===== src/rtl/apb_write_master.sv =====
// APB3 write-only requester: buffers write commands in a small FIFO and issues them as SETUP/ACCESS transfers.
// Optional ACCESS-phase timeout is enabled with `define APB_WM_TIMEOUT_EN (err is tied 0 otherwise).
module apb_write_master #(
  parameter int ADDR_W     = 32,
  parameter int DATA_W     = 32,
  parameter int FIFO_DEPTH = 4,
  parameter int TIMEOUT    = 16
) (
  input  logic              PCLK,
  input  logic              PRESETn,
  input  logic              req_valid,
  output logic              req_ready,
  input  logic [ADDR_W-1:0] req_addr,
  input  logic [DATA_W-1:0] req_data,
  output logic              PSEL,
  output logic              PENABLE,
  output logic              PWRITE,
  output logic [ADDR_W-1:0] PADDR,
  output logic [DATA_W-1:0] PWDATA,
  input  logic              PREADY,
  output logic              busy,
  output logic              done,
  output logic              err
);

  localparam int PW = $clog2(FIFO_DEPTH);
  localparam logic [PW:0] FULL_CNT = (PW+1)'(FIFO_DEPTH);

  typedef enum logic [1:0] {IDLE, SETUP, ACCESS} state_t;

  state_t state_reg, state_next;

  logic [ADDR_W-1:0] addr_mem [FIFO_DEPTH];
  logic [DATA_W-1:0] data_mem [FIFO_DEPTH];
  logic [PW-1:0]     wr_ptr_reg, rd_ptr_reg;
  logic [PW:0]       count_reg;
  logic              full, push, pop;

  logic [ADDR_W-1:0] paddr_reg;
  logic [DATA_W-1:0] pwdata_reg;
  logic              done_reg, done_next;

  assign full      = (count_reg == FULL_CNT);
  assign push      = req_valid && !full;
  assign req_ready = !full;

  // Storage has no reset so it can map onto RAM; the PADDR/PWDATA registers act as the read stage.
  always_ff @(posedge PCLK) begin
    if (push) begin
      addr_mem[wr_ptr_reg] <= req_addr;
      data_mem[wr_ptr_reg] <= req_data;
    end
  end

  always_ff @(posedge PCLK or negedge PRESETn) begin
    if (!PRESETn) begin
      wr_ptr_reg <= '0;
      rd_ptr_reg <= '0;
      count_reg  <= '0;
    end else begin
      if (push) wr_ptr_reg <= wr_ptr_reg + 1'b1;
      if (pop)  rd_ptr_reg <= rd_ptr_reg + 1'b1;
      case ({push, pop})
        2'b10:   count_reg <= count_reg + 1'b1;
        2'b01:   count_reg <= count_reg - 1'b1;
        default: count_reg <= count_reg;
      endcase
    end
  end

`ifdef APB_WM_TIMEOUT_EN
  localparam int CW = $clog2(TIMEOUT + 1);
  localparam logic [CW-1:0] LIMIT = CW'(TIMEOUT - 1);

  logic [CW-1:0] wait_reg, wait_next;
  logic          err_reg, err_next;
  logic          timed_out;

  // The TIMEOUT-th consecutive low-PREADY ACCESS cycle ends the transfer.
  assign timed_out = !PREADY && (wait_reg == LIMIT);
  assign err       = err_reg;
`else
  logic timed_out;

  assign timed_out = 1'b0;
  assign err       = 1'b0;
`endif

  always_comb begin
    state_next = state_reg;
    pop        = 1'b0;
    done_next  = 1'b0;
`ifdef APB_WM_TIMEOUT_EN
    err_next   = 1'b0;
    wait_next  = wait_reg;
`endif
    case (state_reg)
      IDLE: begin
        if (count_reg != '0) begin
          pop        = 1'b1;
          state_next = SETUP;
        end
      end
      SETUP: begin
        state_next = ACCESS;
`ifdef APB_WM_TIMEOUT_EN
        wait_next  = '0;
`endif
      end
      ACCESS: begin
        if (PREADY || timed_out) begin
          done_next = PREADY;
`ifdef APB_WM_TIMEOUT_EN
          err_next  = !PREADY;
`endif
          if (count_reg != '0) begin
            pop        = 1'b1;
            state_next = SETUP;
          end else begin
            state_next = IDLE;
          end
        end else begin
`ifdef APB_WM_TIMEOUT_EN
          wait_next = wait_reg + 1'b1;
`endif
        end
      end
      default: state_next = IDLE;
    endcase
  end

  always_ff @(posedge PCLK or negedge PRESETn) begin
    if (!PRESETn) begin
      state_reg  <= IDLE;
      paddr_reg  <= '0;
      pwdata_reg <= '0;
      done_reg   <= 1'b0;
`ifdef APB_WM_TIMEOUT_EN
      wait_reg   <= '0;
      err_reg    <= 1'b0;
`endif
    end else begin
      state_reg <= state_next;
      done_reg  <= done_next;
`ifdef APB_WM_TIMEOUT_EN
      wait_reg  <= wait_next;
      err_reg   <= err_next;
`endif
      if (pop) begin
        paddr_reg  <= addr_mem[rd_ptr_reg];
        pwdata_reg <= data_mem[rd_ptr_reg];
      end
    end
  end

  assign PSEL    = (state_reg != IDLE);
  assign PENABLE = (state_reg == ACCESS);
  assign PWRITE  = PSEL;
  assign PADDR   = paddr_reg;
  assign PWDATA  = pwdata_reg;
  assign busy    = (count_reg != '0) || (state_reg != IDLE);
  assign done    = done_reg;

endmodule

===== config.mk =====
export PLATFORM = sky130hd
export DESIGN_NAME = apb_write_master
export DESIGN_NICKNAME = d
export VERILOG_FILES = /design/src/rtl/apb_write_master.sv
export SDC_FILE = /design/constraint.sdc
export NUM_CORES = 1
export LEC_CHECK = 0
export CAP_MARGIN = 20
export CORE_UTILIZATION = 45
export CTS_CLUSTER_SIZE = 14
export DETAILED_ROUTE_END_ITERATION = 10
export PLACE_DENSITY = 0.66
export SETUP_SLACK_MARGIN = 0.2
export SYNTH_ARGS = -nofsm -noshare
export SYNTH_HDL_FRONTEND = slang
export SYNTH_SLANG_ARGS = --single-unit

===== constraint.sdc =====
create_clock -name PCLK -period 7.3 [get_ports PCLK]
set_clock_uncertainty 0.15 [all_clocks]
set_input_delay 1.095 -clock PCLK [delete_from_list [all_inputs] [get_ports PCLK]]
set_output_delay 1.095 -clock PCLK [all_outputs]
set_load 0.1 [all_outputs]

==> out/results.tsv <==
metric	value	unit
Final Hold Viols	0	
Netlist cell types	25	
clk_lat worst skew	0.50	ns
total CTS buffers	35	
Initial Util	46.29	%
post-synthesis register bit count	330	
Reg2Reg Depth	9	
endpoint type of the worst setup path	output port	
drt wl/cell	21.42	um
Most used DFF post-synth	edfxtp_1	
Setup-failing EPs final	0	
WL final	22.17	mm
CTS tree	done	
GRT overflow	0	
WHS Path Cells	1	
CTS max path bufs	3	
status	finished with violations	
Worst slew margin	27.86	%
Layout area overhead	23.16	%
Finished Cell Area	14980	um2
Overall Global Routing Usage	16.64	%
critical path peak fanout	6	
Worst setup SP type	register	
Die ar.	27690	um2
first-pass GRT wire length	34.81	mm
antenna-violating nets left	0	
CTS sink count	330	
Reg clk slew, reported paths	0.06	ns
port bufs	137	
top flop regs	addr_mem (128), data_mem (128)	
H-tree Lvls	2	
Placement Cell Area	13850	um2
Final period util	50.14	%
gp weighted congestion	0.6853	
fraction of layout cells with a size suffix above 1	27.57	%
slew at the pin with the worst max-slew slack	1.082	ns
DR vias	5510	
CTS resizes	0	
number of global-route vias before repair	6151	
RSZ-0062 raised after global routing	no	
violated checks	DRC	
critical path type	reg2out	
largest net degree at the start of global routing	67	
crit path DAT	2.42	ns
NumNets Final	749	
HP Class	reg2reg	
drt pass-1 iters	7	
Max Cap Viol	0	
Cell Area, Synth	12160	um2
syn avg cell area	23.35	um2
fmax	273.2	MHz
# diodes	0	
Yosys top cell by area	edfxtp_1	
cells after synthesis	521	
post-route minimum period	3.660	ns
max-slew violation count	0	
Clock Root Buffer	clkbuf_16	
largest cells by area after synthesis	edfxtp_1, dfrtp_1, mux4_2, mux2_2, ha_1	
number of flops mapped to enable cells by yosys	256	
Detailed Place HPWL	11.79	mm
Die X	166.4	um
postcts setup bufs	0	
vias per inst	5.324	
drt drc	10	
Post-synth ARST share	22.42	%
IO Pins	139	
syn_nets	595	
setup TNS	0	ns
reg-to-reg setup timing slack	4.30	ns
register area share after synthesis	78.42	%
share of the synthesized area in the top cell type	63.20	%
Required @ worst endpoint	6.05	ns
chip height	166.4	um
Iteration-0 DRC Markers	351	
Post-CTS Hold Fix Bufs	0	
Core ar.	26280	um2
yosys warns	0	
initial antenna violation count	0	
row cnt	59	
layout by cell type (no fill, tap or decap), drive strengths merged, types with 2 or more instances in the layout:
cell type / synthesis / routed
mux4: 64 / 64
bufinv: 0 / 2
clkinv: 0 / 7
mux2: 66 / 66
buf: 22 / 4
nor2: 3 / 3
xnor2: 2 / 2
ha: 5 / 5
edfxtp: 256 / 256
dfrtp: 74 / 74
and2: 2 / 2
inv: 8 / 8
clkdlybuf4s50: 0 / 136
nor3: 3 / 3
clkbuf: 1 / 52
and3: 4 / 4
xor2: 4 / 4
synthesized netlist by cell type (all sizes together), types with 2 or more instances:
cell type	instances
edfxtp	256
dfrtp	74
mux2	66
mux4	64
buf	22
inv	8
ha	5
and3	4
xor2	4
nor2	3
nor3	3
and2	2
xnor2	2
cell type report:
cell class / instances / area (um2)
fillers: 1945 / 11300
flip-flops and latches: 330 / 9547
inverters: 8 / 30.03
well taps: 335 / 419.2
clock buffers: 52 / 1032
clock inverters: 10 / 101.3
repair buffers: 140 / 1391
multi-input cells: 160 / 2461
worst max-delay path: stages (launching register included):
cell and delay (ns):
dfrtp_1 0.42, or3b_1 0.48, clkdlybuf4s50_1 1.02
path summary, 6_finish.rpt:
kind                               from       endpoint
max in group asynchronous       PRESETn  rd_ptr_reg[0]
max reg2reg                state_reg[1]   count_reg[2]
max                        count_reg[0]      req_ready
min                          PWDATA[25]     PWDATA[25]
min reg2reg                  PWDATA[25]     PWDATA[25]
min in group asynchronous       PRESETn     PWDATA[26]
logic make-up (layout without fill, tap and decap cells):
kind of cell,count (synthesis),after routing,synth area share [%]
buffers and inverters,31,210,1.563
XOR/XNOR,6,6,0.4320
other,1,1,0.03083
AND/OR/NAND/NOR,16,16,0.8331
adder cells (fa/ha/maj),6,6,0.6789
multiplexers,131,131,18.04
flip-flops,330,330,78.42
per-layer routing:
metal / GRT usage [%] / vias up / routed length (um)
li1: - / 2416 / -
met3: 3.256 / 37 / 898
met4: 4.791 / 0 / 452
met5: 0 / - / 0
met2: 30.00 / 128 / 11820
met1: 20.35 / 2929 / 8995
stage by stage:
stage	std cells	setup slack (ns)	utilization [%]	hold slack [ns]
3_3_place_gp	973	3.240	52.69	0.3406
5_1_grt	1035	3.547	57.01	0.3690
6_report	1035	3.640	57.01	0.3550
4_1_cts	1035	3.616	57.01	0.3587
3_5_place_dp	973	3.159	52.69	0.3447
2_1_floorplan	521	3.828	-	0.3236
Power is left out: the tool's default activity adds up to more than one toggle a clock period on the data nets, which glitch-free logic cannot reach.
